[src/rtl/multicore_pkg.sv]
// Shared writeback types: load-size encoding, result-source indices and core sizing constants.
package multicore_pkg;

  localparam int DATA_SIZE = 32;
  localparam int NUM_REGS  = 32;

  typedef enum logic [1:0] {
    LD_B = 2'b00,
    LD_H = 2'b01,
    LD_W = 2'b10
  } wb_ldsize_t;

  localparam int WB_SRC_ALU = 0;
  localparam int WB_SRC_MEM = 1;
  localparam int WB_SRC_PC  = 2;

endpackage

[src/rtl/wb_skid_fifo.sv]
// Small FIFO holding writeback entries; pointers wrap modulo DEPTH, so DEPTH need not be a power of two.
module wb_skid_fifo #(
  parameter int WIDTH = 8,
  parameter int DEPTH = 2
) (
  input  logic             clk,
  input  logic             rst_n,
  input  logic             push,
  input  logic             pop,
  input  logic [WIDTH-1:0] wdata,
  output logic [WIDTH-1:0] rdata,
  output logic             full,
  output logic             empty
);

  localparam int PW = (DEPTH > 1) ? $clog2(DEPTH) : 1;
  localparam int CW = $clog2(DEPTH + 1);

  logic [PW-1:0]    wr_ptr;
  logic [PW-1:0]    rd_ptr;
  logic [CW-1:0]    count;
  logic [WIDTH-1:0] mem [DEPTH];
  logic             do_push;
  logic             do_pop;

  function automatic logic [PW-1:0] bump(input logic [PW-1:0] p);
    return (p == PW'(DEPTH - 1)) ? '0 : p + 1'b1;
  endfunction

  assign full    = (count == CW'(DEPTH));
  assign empty   = (count == '0);
  assign do_push = push & ~full;
  assign do_pop  = pop & ~empty;
  assign rdata   = mem[rd_ptr];

  always_ff @(posedge clk or negedge rst_n) begin
    if (!rst_n) begin
      wr_ptr <= '0;
      rd_ptr <= '0;
      count  <= '0;
    end else begin
      if (do_push) wr_ptr <= bump(wr_ptr);
      if (do_pop)  rd_ptr <= bump(rd_ptr);
      case ({do_push, do_pop})
        2'b10:   count <= count + 1'b1;
        2'b01:   count <= count - 1'b1;
        default: count <= count;
      endcase
    end
  end

  // Entry storage carries no reset; only occupancy decides what is visible.
  always_ff @(posedge clk) begin
    if (do_push) mem[wr_ptr] <= wdata;
  end

endmodule

[src/rtl/writeback_pipe.sv]
// Writeback stage: buffers entries, selects the result source and optionally extends loads.
// Load extension is built only when macro WB_LOADEXT_EN is defined.
module writeback_pipe
  import multicore_pkg::*;
#(
  parameter int NSRC   = 3,
  parameter int DATA_W = DATA_SIZE,
  parameter int DEPTH  = 2,
  parameter int LD_SRC = WB_SRC_MEM
) (
  input  logic                        i_aclk,
  input  logic                        i_areset_n,
  input  logic                        i_valid,
  output logic                        o_ready,
  input  logic [$clog2(NUM_REGS)-1:0] i_rdest,
  input  logic                        i_regwrite,
  input  logic [$clog2(NSRC)-1:0]     i_sel,
  input  logic [NSRC*DATA_W-1:0]      i_src_data,
  input  logic [1:0]                  i_ld_size,
  input  logic                        i_ld_unsigned,
  input  logic [1:0]                  i_ld_offset,
  output logic                        o_valid,
  input  logic                        i_ready,
  output logic [$clog2(NUM_REGS)-1:0] o_rdest,
  output logic                        o_regwrite,
  output logic [DATA_W-1:0]           o_wb_result,
  output logic                        o_sel_err,
  output logic [31:0]                 o_retire_cnt
);

  localparam int RW  = $clog2(NUM_REGS);
  localparam int SW  = $clog2(NSRC);
  localparam int SDW = NSRC * DATA_W;
`ifdef WB_LOADEXT_EN
  localparam int EW  = RW + 1 + SW + SDW + 5;
`else
  localparam int EW  = RW + 1 + SW + SDW;
`endif

  logic [EW-1:0]     wdata;
  logic [EW-1:0]     rdata;
  logic              full;
  logic              empty;
  logic              push;
  logic              pop;
  logic [RW-1:0]     head_rdest;
  logic              head_regwrite;
  logic [SW-1:0]     head_sel;
  logic [SDW-1:0]    head_src;
  logic              sel_bad;
  logic [DATA_W-1:0] picked;
  logic [DATA_W-1:0] result_ext;
  logic [31:0]       retire_cnt;

  function automatic logic [DATA_W-1:0] ld_extend(input logic [DATA_W-1:0] d,
                                                  input logic [1:0] size,
                                                  input logic uns,
                                                  input logic [1:0] off);
    logic [7:0]  b;
    logic [15:0] h;
    b = d[8*off +: 8];
    h = d[16*off[1] +: 16];
    case (wb_ldsize_t'(size))
      LD_B:    return uns ? {{(DATA_W-8){1'b0}}, b} : {{(DATA_W-8){b[7]}}, b};
      LD_H:    return uns ? {{(DATA_W-16){1'b0}}, h} : {{(DATA_W-16){h[15]}}, h};
      default: return d;
    endcase
  endfunction

  assign o_ready = ~full;
  assign o_valid = ~empty;
  assign push    = i_valid & o_ready;
  assign pop     = o_valid & i_ready;

`ifdef WB_LOADEXT_EN
  logic [1:0] head_ld_size;
  logic       head_ld_uns;
  logic [1:0] head_ld_off;

  assign wdata = {i_ld_size, i_ld_unsigned, i_ld_offset, i_src_data, i_sel, i_regwrite, i_rdest};
  assign head_ld_size = rdata[EW-1 -: 2];
  assign head_ld_uns  = rdata[EW-3];
  assign head_ld_off  = rdata[EW-4 -: 2];
`else
  logic unused_ld;

  // Load fields are neither stored nor used when extension is compiled out.
  assign wdata     = {i_src_data, i_sel, i_regwrite, i_rdest};
  assign unused_ld = ^{i_ld_size, i_ld_unsigned, i_ld_offset};
`endif

  wb_skid_fifo #(
    .WIDTH (EW),
    .DEPTH (DEPTH)
  ) u_fifo (
    .clk   (i_aclk),
    .rst_n (i_areset_n),
    .push  (push),
    .pop   (pop),
    .wdata (wdata),
    .rdata (rdata),
    .full  (full),
    .empty (empty)
  );

  assign head_rdest    = rdata[RW-1:0];
  assign head_regwrite = rdata[RW];
  assign head_sel      = rdata[RW+1 +: SW];
  assign head_src      = rdata[RW+1+SW +: SDW];
  assign sel_bad       = (int'(head_sel) >= NSRC);

  always_comb begin
    picked = '0;
    for (int k = 0; k < NSRC; k++) begin
      if (int'(head_sel) == k) picked = head_src[k*DATA_W +: DATA_W];
    end
  end

`ifdef WB_LOADEXT_EN
  assign result_ext = (int'(head_sel) == LD_SRC)
                    ? ld_extend(picked, head_ld_size, head_ld_uns, head_ld_off) : picked;
`else
  assign result_ext = picked;
`endif

  assign o_rdest     = head_rdest;
  assign o_regwrite  = o_valid & head_regwrite & (head_rdest != '0);
  assign o_sel_err   = o_valid & sel_bad;
  assign o_wb_result = (o_valid && !sel_bad) ? result_ext : '0;

  always_ff @(posedge i_aclk or negedge i_areset_n) begin
    if (!i_areset_n) retire_cnt <= '0;
    else if (pop)    retire_cnt <= retire_cnt + 32'd1;
  end

  assign o_retire_cnt = retire_cnt;

endmodule

[config.mk]
export PLATFORM = sky130hd
export DESIGN_NAME = writeback_pipe
export DESIGN_NICKNAME = d
export VERILOG_FILES = /design/src/rtl/multicore_pkg.sv /design/src/rtl/wb_skid_fifo.sv /design/src/rtl/writeback_pipe.sv
export SDC_FILE = /design/constraint.sdc
export NUM_CORES = 1
export LEC_CHECK = 0
export BUFFER_PORTS_ARGS = -buffer_cell sky130_fd_sc_hd__buf_4
export CAP_MARGIN = 25
export CELL_PAD_IN_SITES_DETAIL_PLACEMENT = 0
export CELL_PAD_IN_SITES_GLOBAL_PLACEMENT = 1
export CORE_ASPECT_RATIO = 0.75
export CORE_UTILIZATION = 41
export DETAILED_ROUTE_END_ITERATION = 16
export PLACE_DENSITY_LB_ADDON = 0.3
export SETUP_SLACK_MARGIN = 0.02
export SLEW_MARGIN = 20
export SYNTH_ARGS = -nofsm -noshare
export SYNTH_HDL_FRONTEND = slang
export SYNTH_SLANG_ARGS = --single-unit
export TNS_END_PERCENT = 20
[constraint.sdc]
create_clock -name i_aclk -period 6 [get_ports i_aclk]
set_input_delay 0.6 -clock i_aclk [delete_from_list [all_inputs] [get_ports i_aclk]]
set_output_delay 0.6 -clock i_aclk [all_outputs]
set_load 0.02 [all_outputs]
==> run summary <==
Ys Warns: 0
Finished Layout Cells: 1138
Total global routing track utilization: 18.19%
Layout area overhead: 26.80%
Post-Synth Simple-Gate Area: 10.97%
Status: finished clean
Syn Nets: 749
Final hold vios: 0
CTS tree: done
Comb pwr share: 31.1%
Post-CTS Repair Setup Buffers: 0
Critical path launch point type: register
Seq pwr share: 42.1%
Main combinational cell family by area after synthesis: simple AND/OR/NAND/NOR gates
Rel. slew slack: 35.37%
Die footprint: 24050 um^2
Die Span X: 178.7 um
Worst Path Max Fanout: 86
Post-synth top area share: 65.03%
XOR/XNOR Fraction of Synth Area: 3.192%
Net Sw Frac: 33.37%
DR WL met2: 10110 um
Sw power: 1.932 mW
Worst Path Required: 5400 ps
Clock Pin Slew Worst Setup and Hold Paths: 60 ps
Setup CP Type: register to primary output
DRC errors left: 0
DRT iter0 DRCs: 365
Crit Reg-Reg Startpoint: u_fifo.count[0]
DR vias/cell: 5.283
Initial antenna violation count: 0
Post-synthesis sequential area ratio: 74.41%
Leakage: 4.562 nW
VDD IR-drop max: 0.0002736 V
First-pass GRT wire length: 33240 um
Core Util, Final: 52.94%
Die height: 134.5 um
Power per Cell Area: 475.4 nW/um^2
Post-synthesis compound-gate area fraction: 8.520%
Diode count: 0
Pin count of the biggest net entering global routing: 87
Clock latency on the worst-skew pair: 520 ps
Syn Area/Cell: 15.15 um^2
Number of I/O pins: 186
Post-CTS Hold Buffers: 0
Post-synthesis mux area share: 0.8989%
Slew Limit Fails: 0
CP arrival: 3670 ps
Most common cell after layout, fill and taps aside: edfxtp_1
WL met3: 1865 um
Nets: 934
CTS Buffer Depth: 3
Setup crit start: u_fifo.rd_ptr
Pint: 3.858 mW
Final GP Congestion: 0.7534
Tightest Pin Transition: 969.4 ps
Met1 wire length: 9722 um
# rows: 48
# H-tree levels: 1
Largest cells by area after synthesis: edfxtp_1 65%, dfrtp_1 9.4%, a211oi_1 3.0%
Hold Path Class: input port to asynchronous set/reset pin
Cell area after synthesis: 9604 um^2
Maxcap violations: 0
RSZ-0062 raised after global routing: no
PortBufs: 180
Placed Cells: 1090
CTS sink cnt: 244
Drt first pass iters: 5
Top Metal Used: met4
Core area: 23000 um^2
Detailed Place HPWL: 14110 um
Synth Area in Adders: 0.2606%
Layout cells sized above 1: 30.67%
Starting density of the core: 41.75%
Per-cell routed wire length: 19.44 um
Count of different cell masters after synthesis: 39
Mapped Cells: 634
Layout Skew: 15.69 ps
Number of global-route vias before repair: 6053
FMAX: 0.2341 GHz
CTS buffer count: 25
Vias: 6012
Synth Register Bits: 244
Most frequent cells in the layout: 208 x edfxtp_1, 190 x buf_4, 39 x a211oi_1
Setup TNS: 0 ps
Setup crit end kind: primary output
Tmin final: 4271 ps
Post-CTS Resized: 0
Tcrit/Tclk final: 71.18%
Final WL: 22130 um
Grt total ovfl: 0
Clk network pwr share: 26.8%
Setup violators final: 0
Antenna-violating nets left: 0
Root Buffer Master: clkbuf_16
Biggest area consumer among synthesized cells: edfxtp_1
==> worst paths after layout <==
check	endpoint	slack, ps	cells past startpoint
worst max register to register	u_fifo.mem[0][38]	3370	4
worst min register to register	o_retire_cnt[31]	470	1
worst min-delay path	o_retire_cnt[8]	50	1
worst max-delay path	o_wb_result[27]	1730	6
max in group asynchronous	u_fifo.rd_ptr	5590	1
min in group i_aclk	u_fifo.mem[1][60]	260	1
==> power groups by stage <==
stage / Sequential, mW / Combinational (mW) / Clock (mW)
after CTS: 2.45 / 1.82 / 1.59
after detailed placement: 2.48 / 1.82 / 0
after global placement: 2.46 / 1.77 / 0
after floorplan: 2.45 / 1.08 / 0
after global routing: 2.47 / 1.95 / 1.65
final: 2.44 / 1.80 / 1.55
==> cell usage after synthesis <==
cell type / count
nor2b_1: 38
clkbuf_1: 23
inv_1: 5
and4_1: 1
nor3_2: 5
a211oi_1: 39
nor4_2: 2
or4_4: 2
mux2i_1: 3
buf_1: 3
nand4_1: 9
or2_2: 2
o211ai_1: 13
nand3b_1: 2
edfxtp_1: 208
o22ai_1: 13
xnor2_1: 17
nor2_1: 36
buf_2: 8
o211ai_4: 1
nand3_1: 14
a22o_1: 2
ha_1: 2
nand2_1: 28
o21ai_0: 16
mux2_2: 5
nor4_1: 17
xor2_1: 18
nand2b_1: 3
or3_1: 14
nor3_1: 6
dfrtp_1: 36
nor3_4: 1
buf_6: 1
o21ai_1: 1
and3_1: 9
a221oi_1: 17
a21oi_1: 13
a32oi_1: 1
==> sequential cells by signal (all words and copies together) (netlist names) <==
name / flops
u_fifo.wr_ptr: 1
u_fifo.mem: 208
u_fifo.rd_ptr: 1
o_retire_cnt: 32
u_fifo.count: 2
==> per-stage QoR <==
step	power, mW	cell area, um^2	hold WS [ps]	setup slack (ps)
floorplan	3.538	9604	304.4	222.8
global placement	4.230	11300	460.1	2189
detailed placement	4.298	11310	458.8	2146
CTS	5.862	12150	44.06	1586
global route	6.070	12180	67.80	1435
finish	5.790	12180	49.40	1729
==> cells by family after synthesis <==
group,after synthesis
compound gates,116
xor+xnor,35
simple gates,189
fa+ha+maj,2
flops,244
buf+inv,40
mux,8
==> layer usage <==
layer  vias to the layer above  track usage (%)
met4                         0            3.908
li1                       2835                -
met3                        26            5.743
met5                         -                0
met2                       212            28.42
met1                      2939            24.95
==> worst max-delay path: stages (launching register included) <==
cell      delay [ps]
dfrtp_4          670
buf_4            740
nor2b_1          690
buf_4            320
a221oi_1         100
nor4_1           390
buf_4            220
==> area by class of cell <==
class | count | area (um^2)
flip-flops and latches | 244 | 7151
fillers | 1916 | 10820
inverters | 5 | 18.77
well taps | 300 | 375.4
clock buffers | 30 | 674.4
clock inverters | 16 | 156.4
repair buffers | 193 | 1474
multi-input cells | 350 | 2328
Note: power is estimated with default switching activity, not from simulation.
